--- src/rtl/cache_op_ctrl.sv ---
// cache_op_ctrl - top-level command controller for the Redis-style cache.
//
// Accepts one host command (NOOP/READ/CREATE/UPDATE/DELETE) per transaction,
// maps it onto a top state (GET/PUT/SET/DEL), issues a single sub-command to
// the storage back end and supervises it with a timeout and a bounded retry
// count, then returns one response (status, data, echoed opcode).
//
// Ports:
//   clk, rst                      clock, synchronous active-high reset
//   cmd_valid/cmd_ready           host command handshake
//   cmd_op/cmd_key/cmd_value      host command fields
//   sub_req_valid/sub_req_ready   back-end request handshake
//   sub_req_op/key/value          latched request fields
//   sub_done/sub_error/sub_rdata  back-end completion pulses and read data
//   sub_abort                     1-cycle pulse when an attempt times out
//   resp_valid/resp_ready         host response handshake
//   resp_status/resp_op/resp_data response fields
//   state_o                       top state: IDLE 0, GET 1, SET 2, PUT 3, DEL 4, ERR 5
//
// Optional feature: define CACHE_OP_CTRL_STATS_EN to add the saturating
// 16-bit counters stat_ok_cnt, stat_err_cnt and stat_retry_cnt.
module cache_op_ctrl #(
    parameter int KEY_W          = 16,
    parameter int VAL_W          = 32,
    parameter int TIMEOUT_CYCLES = 64,
    parameter int MAX_RETRIES    = 2
) (
    input  logic             clk,
    input  logic             rst,
    input  logic             cmd_valid,
    output logic             cmd_ready,
    input  logic [2:0]       cmd_op,
    input  logic [KEY_W-1:0] cmd_key,
    input  logic [VAL_W-1:0] cmd_value,
    output logic             sub_req_valid,
    input  logic             sub_req_ready,
    output logic [2:0]       sub_req_op,
    output logic [KEY_W-1:0] sub_req_key,
    output logic [VAL_W-1:0] sub_req_value,
    input  logic             sub_done,
    input  logic             sub_error,
    input  logic [VAL_W-1:0] sub_rdata,
    output logic             sub_abort,
    output logic             resp_valid,
    input  logic             resp_ready,
    output logic [1:0]       resp_status,
    output logic [2:0]       resp_op,
    output logic [VAL_W-1:0] resp_data,
    output logic [2:0]       state_o
`ifdef CACHE_OP_CTRL_STATS_EN
    ,
    output logic [15:0]      stat_ok_cnt,
    output logic [15:0]      stat_err_cnt,
    output logic [15:0]      stat_retry_cnt
`endif
);

    localparam logic [2:0] OP_NOOP   = 3'd0;
    localparam logic [2:0] OP_READ   = 3'd1;
    localparam logic [2:0] OP_CREATE = 3'd2;
    localparam logic [2:0] OP_UPDATE = 3'd3;
    localparam logic [2:0] OP_DELETE = 3'd4;

    localparam logic [1:0] RS_OK      = 2'd0;
    localparam logic [1:0] RS_SUB_ERR = 2'd1;
    localparam logic [1:0] RS_TIMEOUT = 2'd2;
    localparam logic [1:0] RS_ILLEGAL = 2'd3;

    localparam int TW = (TIMEOUT_CYCLES > 2) ? $clog2(TIMEOUT_CYCLES) : 1;
    localparam int RW = $clog2(MAX_RETRIES + 1) + 1;
    localparam logic [TW-1:0] TO_LAST = TW'(TIMEOUT_CYCLES - 1);
    localparam logic [RW-1:0] MAX_R   = RW'(MAX_RETRIES);

    typedef enum logic [2:0] {
        ST_IDLE = 3'd0, ST_GET = 3'd1, ST_SET = 3'd2,
        ST_PUT  = 3'd3, ST_DEL = 3'd4, ST_ERR = 3'd5
    } top_t;

    // Phase within the top state. NOOP responds from PH_RESP while the top
    // state stays IDLE; cmd_ready follows the phase, not the top state.
    typedef enum logic [2:0] {
        PH_IDLE, PH_ISSUE, PH_WAIT, PH_ABORT, PH_RESP
    } phase_t;

    top_t            top;
    phase_t          phase;
    logic [TW-1:0]   tmo_cnt;
    logic [RW-1:0]   retry_cnt;
    logic            retry_ev;

    assign state_o  = top;
    // Error wins over a simultaneous done; retry only while budget remains.
    assign retry_ev = (phase == PH_WAIT) && sub_error && (retry_cnt < MAX_R);

    always_ff @(posedge clk) begin
        if (rst) begin
            top           <= ST_IDLE;
            phase         <= PH_IDLE;
            tmo_cnt       <= '0;
            retry_cnt     <= '0;
            cmd_ready     <= 1'b1;
            sub_req_valid <= 1'b0;
            sub_req_op    <= '0;
            sub_req_key   <= '0;
            sub_req_value <= '0;
            sub_abort     <= 1'b0;
            resp_valid    <= 1'b0;
            resp_status   <= '0;
            resp_op       <= '0;
            resp_data     <= '0;
        end else begin
            sub_abort <= 1'b0;
            case (phase)
                PH_IDLE: begin
                    if (cmd_valid) begin
                        cmd_ready     <= 1'b0;
                        sub_req_op    <= cmd_op;
                        sub_req_key   <= cmd_key;
                        sub_req_value <= cmd_value;
                        tmo_cnt       <= '0;
                        retry_cnt     <= '0;
                        resp_op       <= cmd_op;
                        resp_data     <= '0;
                        case (cmd_op)
                            OP_NOOP: begin
                                phase       <= PH_RESP;
                                resp_valid  <= 1'b1;
                                resp_status <= RS_OK;
                            end
                            OP_READ, OP_CREATE, OP_UPDATE, OP_DELETE: begin
                                phase         <= PH_ISSUE;
                                sub_req_valid <= 1'b1;
                                case (cmd_op)
                                    OP_READ:   top <= ST_GET;
                                    OP_CREATE: top <= ST_PUT;
                                    OP_UPDATE: top <= ST_SET;
                                    default:   top <= ST_DEL;
                                endcase
                            end
                            default: begin
                                top         <= ST_ERR;
                                phase       <= PH_RESP;
                                resp_valid  <= 1'b1;
                                resp_status <= RS_ILLEGAL;
                            end
                        endcase
                    end
                end
                PH_ISSUE: begin
                    if (sub_req_ready) begin
                        sub_req_valid <= 1'b0;
                        phase         <= PH_WAIT;
                        tmo_cnt       <= '0;
                    end
                end
                PH_WAIT: begin
                    tmo_cnt <= tmo_cnt + 1'b1;
                    // Done/error take priority over the final timeout cycle.
                    if (retry_ev) begin
                        retry_cnt     <= retry_cnt + 1'b1;
                        phase         <= PH_ISSUE;
                        sub_req_valid <= 1'b1;
                    end else if (sub_error) begin
                        top         <= ST_ERR;
                        phase       <= PH_RESP;
                        resp_valid  <= 1'b1;
                        resp_status <= RS_SUB_ERR;
                    end else if (sub_done) begin
                        phase       <= PH_RESP;
                        resp_valid  <= 1'b1;
                        resp_status <= RS_OK;
                        resp_data   <= (sub_req_op == OP_READ) ? sub_rdata : '0;
                    end else if (tmo_cnt == TO_LAST) begin
                        sub_abort <= 1'b1;
                        phase     <= PH_ABORT;
                    end
                end
                PH_ABORT: begin
                    top         <= ST_ERR;
                    phase       <= PH_RESP;
                    resp_valid  <= 1'b1;
                    resp_status <= RS_TIMEOUT;
                end
                PH_RESP: begin
                    if (resp_ready) begin
                        top         <= ST_IDLE;
                        phase       <= PH_IDLE;
                        cmd_ready   <= 1'b1;
                        resp_valid  <= 1'b0;
                        resp_status <= '0;
                        resp_data   <= '0;
                        tmo_cnt     <= '0;
                        retry_cnt   <= '0;
                    end
                end
                default: begin
                    top       <= ST_IDLE;
                    phase     <= PH_IDLE;
                    cmd_ready <= 1'b1;
                end
            endcase
        end
    end

`ifdef CACHE_OP_CTRL_STATS_EN
    function automatic logic [15:0] sat_inc(input logic [15:0] v);
        return (v == 16'hFFFF) ? v : v + 16'd1;
    endfunction

    always_ff @(posedge clk) begin
        if (rst) begin
            stat_ok_cnt    <= '0;
            stat_err_cnt   <= '0;
            stat_retry_cnt <= '0;
        end else begin
            if (resp_valid && resp_ready) begin
                if (resp_status == RS_OK) stat_ok_cnt  <= sat_inc(stat_ok_cnt);
                else                      stat_err_cnt <= sat_inc(stat_err_cnt);
            end
            if (retry_ev) stat_retry_cnt <= sat_inc(stat_retry_cnt);
        end
    end
`endif

endmodule

--- config.mk ---
export PLATFORM = sky130hd
export DESIGN_NAME = cache_op_ctrl
export DESIGN_NICKNAME = d
export VERILOG_FILES = /design/src/rtl/cache_op_ctrl.sv
export SDC_FILE = /design/constraint.sdc
export NUM_CORES = 1
export LEC_CHECK = 0
export ABC_AREA = 1
export CAP_MARGIN = 20
export CORE_ASPECT_RATIO = 0.8
export CORE_MARGIN = 4
export CORE_UTILIZATION = 40
export CTS_CLUSTER_SIZE = 16
export DETAILED_ROUTE_END_ITERATION = 16
export DONT_BUFFER_PORTS = 1
export GPL_ROUTABILITY_DRIVEN = 1
export HOLD_SLACK_MARGIN = 0.03
export PLACE_DENSITY_LB_ADDON = 0.1
export SYNTH_ARGS = -nofsm -noshare
export SYNTH_HDL_FRONTEND = slang
export SYNTH_SLANG_ARGS = --single-unit
--- constraint.sdc ---
create_clock -name clk -period 2.95 [get_ports clk]
set_input_delay 0.59 -clock clk [delete_from_list [all_inputs] [get_ports clk]]
set_output_delay 0.59 -clock clk [all_outputs]
set_load 0.01 [all_outputs]
# Word level (Yosys, flattened, before mapping)

Cells that the tools add are included.

Add/sub/neg operators: 2
Magnitude comparators: 1
Eq/ne operators: 23
Muxes and demuxes: 52
Bitwise gates (word level): 3
Reduce and logical (&&, ||, !) cells: 20

Operators by type and width:

| operator            | count |
|---|---|
| $mux 32             | 6 |
| $pmux 32 s3         | 1 |
| $mux 3              | 13 |
| $pmux 3 s5          | 2 |
| $pmux 6 s4          | 1 |
| $ne 2x2->1 const B  | 10 |
| $mux 6              | 3 |
| $pmux 3 s3          | 2 |
| $reduce_and 6->1    | 3 |
| $mux 1              | 13 |
| $eq 3x2->1 const B  | 4 |
| $reduce_and 4->1    | 3 |
| $mux 2              | 5 |
| $eq 3x1->1 const B  | 3 |
| $pmux 2 s4          | 1 |
| $reduce_bool 4->1   | 2 |
| $add 6x1->6 const B | 1 |
| $eq 3x3->1 const B  | 2 |
| $eq 6x6->1 const B  | 1 |
| $logic_not 3->1     | 2 |
| $pmux 1 s3          | 2 |
| $pmux 3 s2          | 1 |
| $reduce_bool 3->1   | 2 |
| $ne 5x4->1 const B  | 1 |
| 14 further kinds    | 17 |

Register bits after elaboration: 104
Input port bits: 90
Word-level logic and storage cells: 114

# Depth between registers and ports, before layout

Depth in word-level cells: 6
Gate-level depth with buffers: 10
Depth with buffers taken out: 9

# Worst setup path before layout

Ideal clock, no wire load.

Kind: input port to flip-flop
From: input port cmd_valid
To: register resp_data[10]
Arrival: 1.533 ns
Data required time: 2.834 ns
Path slack: 1.301 ns
Stages: 9
Buffers on the path: 2
Path through: buf_1 > inv_1 > nand3_1 > nand2_2 > nor2_4 > nand2_2 > buf_2 > o21ai_0 > nor2_1

Word-level cells in the longest chain between the ends: 2

Ends and longest elaborated chain:

| item                       | RTL line | source |
|---|---|---|
| start: declaration         | 30       | `input logic cmd_valid,` |
| $ne 2x2->1 (no line)       | -        |  |
| $reduce_and 6->1 (no line) | -        |  |
| end signal: assignment     | 172      | `resp_data <= (sub_req_op == OP_READ) ? sub_rdata : '0;` |
| end: declaration           | 48       | `output logic [VAL_W-1:0] resp_data,` |

Every way passes these cells.
A chain may end at the register's enable or synchronous reset.

# Worst setup path in the final report

From: register phase[0]
To: register resp_op[0]

Word-level cells in the longest chain between the ends: 2

Ends and longest elaborated chain:

| item                       | RTL line | source |
|---|---|---|
| start: declaration         | 86       | `phase_t phase;` |
| start signal: assignment   | 98       | `phase <= PH_IDLE;` |
| start signal: assignment   | 126      | `phase <= PH_RESP;` |
| start signal: assignment   | 131      | `phase <= PH_ISSUE;` |
| $logic_not 3->1            | 113      | `case (phase)` |
| $reduce_and 2->1 (no line) | -        |  |
| end signal: assignment     | 122      | `resp_op <= cmd_op;` |
| end: declaration           | 47       | `output logic [2:0] resp_op,` |

Every way passes these cells.

==> summary.md <==
| Metric | Value |
|---|---|
| Final min period | 1800 ps |
| Gr ovfl total | 0 |
| Worst hold path type | primary input to flop |
| Synthesized instance count | 633 |
| Status | finished, final reports clean |
| Endpoints failing setup | 0 |
| List of most frequent post-synthesis cells | nor2_1, nand2_1, dfxtp_1 |
| Unrepaired setup endpoints after global routing | no |
| Crit Reg-Reg Startpoint | phase[0] |
| CP Buf/Inv Count | 2 |
| Worst reg2reg setup slack | 1150 ps |
| Family with the most delay on the worst path | buffers and inverters |
| DR WL/cell | 15.0 µm |
| Clock tree buffer depth | 2 |
| Die extent in y | ~100 µm |
| Initial DRT Pass Iterations | 5 |
| Detail Route Antenna Nets | 0 |
| Final hold vios | 0 |
| Worst setup SP type | flop |
| Vias in the first global route | about 3.7k |
| R2R depth | 7 |
| Latest clock arrival within the worst-skew pair | 340 ps |
| CTS tree | built |
| Largest area contributor in the netlist | dfxtp_1 |
| Critical Path RT | 3210 ps |
| GP Congestion | 0.900 |
| Kind of critical path | flop to flop |
| Yosys warns | 0 |
| Top_reg_cell synth | dfxtp_1 |
| Ranking of synthesized cells by area | dfxtp_1, nor2_1, nand2_1 |
| Tot GR Track Use | 0.174 |
| Nets@finish | 700 |
| Vias | 3772 |
| ANT cells | 0 |
| Starting Density | 0.409 |
| Total negative setup slack | 0 ps |
| DRC | 0 |
| Critical path, cell by cell | inv_1, nand2_1, nor2_4, nand2_1, buf_4, o21ai_0, a21oi_1 |
| Setup Buffers After CTS | 0 |
| Most Frequent Cell on Critical Path | nand2_1 |
| Post-synth top area share | 0.468 |
| Cell area power density | between 800 and 900 nW/µm² |
| Via density | 4.98 |
| Port bufs | 0 |
| Crit path max-delay cell type | dfxtp_1 |
| Initial antenna violation count | 0 |
| Actual slew at the worst max-slew pin | 773 ps |
| Clock sink count | 104 |
| Post-synth EDFFs | 0 |
| Final worst-path cycle share | 0.610 |
| Min-Delay Startpoint | rst |
| Max cap viols | 0 |
| Die Wd | about 130 µm |
| First-pass GRT wire length | 18200 µm |
| Post-synthesis sequential area ratio | 0.468 |
| Ports | 185 |
| Seq cells post-synth | between 100 and 150 |
| CTS Buf Count | 9 |
| Placed cell areas | approximately 4400 µm² |
| Count leader, synth | nor2_1 |
| Syn nets | 725 |
| # H-tree levels | 3 |
| Layout cells sized above 1 | 0.0538 |
| Critical path's largest stage delay | around 480 ps |
| Slew HR | 0.484 |
| Core Region | 10900 µm² |
| Critical path capture point type | flop |
| Row count | 34 |
| Avg Inst Size Synth | around 7 µm² |
| DRT Wirelength | 11300 µm |
| Post-route cell area | 4750 µm² |
| Die footprint | 12900 µm² |
| RR Endpoint | resp_op[0] |
| Hpwl dp | roughly 8000 µm |
| Netlist cell types | 27 |
| Max VDD drop | 384 µV |
| Asr flop ratio synth | 0 |
| Mapped Area | 4450 µm² |
| P&R area growth vs syn | 6.74% |
| Lkg Pwr | 0.00208 µW |
| Clock Pin Slew Worst Setup and Hold Paths | 70 ps |
| Pin count of the biggest net entering global routing | 61 |
| FMAX | about 0.56 GHz |
| CTS resizes | 0 |
| Worst EP arrival | 2060 ps |
| Clk_skew | 12.5 ps |
| Endpoint, Worst Hold | sub_req_value[6] |
| Fin. max-slew vios | 0 |
| CP max FO | 52 |
| Root Buffer | clkbuf_16 |
| Initial DRC count | 281 |
| CTS Hold Buffers Added | 0 |
| Cell depth of the worst hold path | 1 |
[state kept, by name, indices dropped and copies added (netlist names)]
register       cells
cmd_ready          1
phase              3
resp_data         32
resp_op            3
resp_status        2
resp_valid         1
retry_cnt          3
state_o            3
sub_abort          1
sub_req_key       16
sub_req_valid      1
sub_req_value     32
tmo_cnt            6
[metal layers]
metal / vias to the layer above / global-route usage / share of wire
li1: 1942 / - / -
met1: 1709 / 0.206 / 0.42
met2: 119 / 0.284 / 0.47
met3: 2 / 0.0867 / 0.10
met4: 0 / 0.0445 / 0.0029
met5: - / 0 / 0
[per-stage QoR]
step	instances	worst slack, ps	util	hold slack [ps]	total power (µW)
after global placement	741	1160	0.408	444	2740
final	757	1150	0.436	317	3920
after global routing	757	935	0.436	286	4190
after CTS	757	1110	0.436	295	3990
after detailed placement	741	1150	0.408	442	2760
after floorplan	633	1300	-	430	2630
[logic make-up (layout without fill, tap and decap cells)]
logic type | after synthesis | after routing | share of synthesized area
simple gates | 315 | 315 | 0.297
xor+xnor | 1 | 1 | 0.00197
buf+inv | 103 | 83 | 0.105
fa+ha+maj | 2 | 2 | 0.00562
flops | 104 | 104 | 0.468
compound gates | 108 | 108 | 0.123
[worst max path at each step]
stage	startpoint	slack (ps)	to	cells past startpoint
finish	phase[0]	1150	resp_op[0]	7
detailed placement	phase[0]	1150	resp_op[0]	7
CTS	phase[0]	1110	resp_op[0]	7
global route	phase[0]	940	resp_op[0]	7
floorplan	cmd_valid	1300	resp_data[10]	9
global placement	phase[0]	1160	resp_op[0]	7
[layout make-up]
class,count,area (µm²)
timing repair buffer,6,45.0
tap,144,180
clock inverter,3,47.5
clock buffer,13,260
sequential,104,2080
fill,1166,6140
multi-input combinational,426,1910
inverter,61,229
[power breakdown]
part | leakage (µW) | switching, µW | internal, µW | total (µW)
combinational | 0.00107 | 535 | 257 | 792
sequential | 0.000854 | 281 | 1630 | 1910
clock | 0.000150 | 502 | 710 | 1210
total | 0.00208 | 1320 | 2600 | 3920
[cells in the final DEF (no fill, tap or decap)]
| cell type | netlist | final |
|---|---|---|
| inv_6 | 0 | 1 |
| bufinv_16 | 0 | 1 |
| o211ai_1 | 1 | 1 |
| ha_1 | 2 | 2 |
| nor2_1 | 125 | 124 |
| nand2_2 | 3 | 3 |
| xor2_1 | 1 | 1 |
| nand3_1 | 66 | 66 |
| nor2_4 | 2 | 3 |
| o21bai_1 | 1 | 1 |
| or2_2 | 1 | 1 |
| clkbuf_8 | 0 | 2 |
| inv_1 | 59 | 59 |
| inv_2 | 2 | 2 |
| and3_1 | 1 | 1 |
| o21ai_0 | 41 | 41 |
| clkbuf_1 | 15 | 2 |
| nand2_1 | 109 | 109 |
| clkbuf_16 | 0 | 9 |
| nor3_1 | 2 | 2 |
| nand2_4 | 1 | 1 |
| nand3b_1 | 1 | 1 |
| a21oi_1 | 65 | 65 |
| nand4_1 | 1 | 1 |
| buf_4 | 8 | 6 |
| dfxtp_1 | 104 | 104 |
| nor2_2 | 2 | 2 |
| clkinv_4 | 0 | 1 |
| nand4_2 | 1 | 1 |
Note: power is estimated with default switching activity, not from simulation.
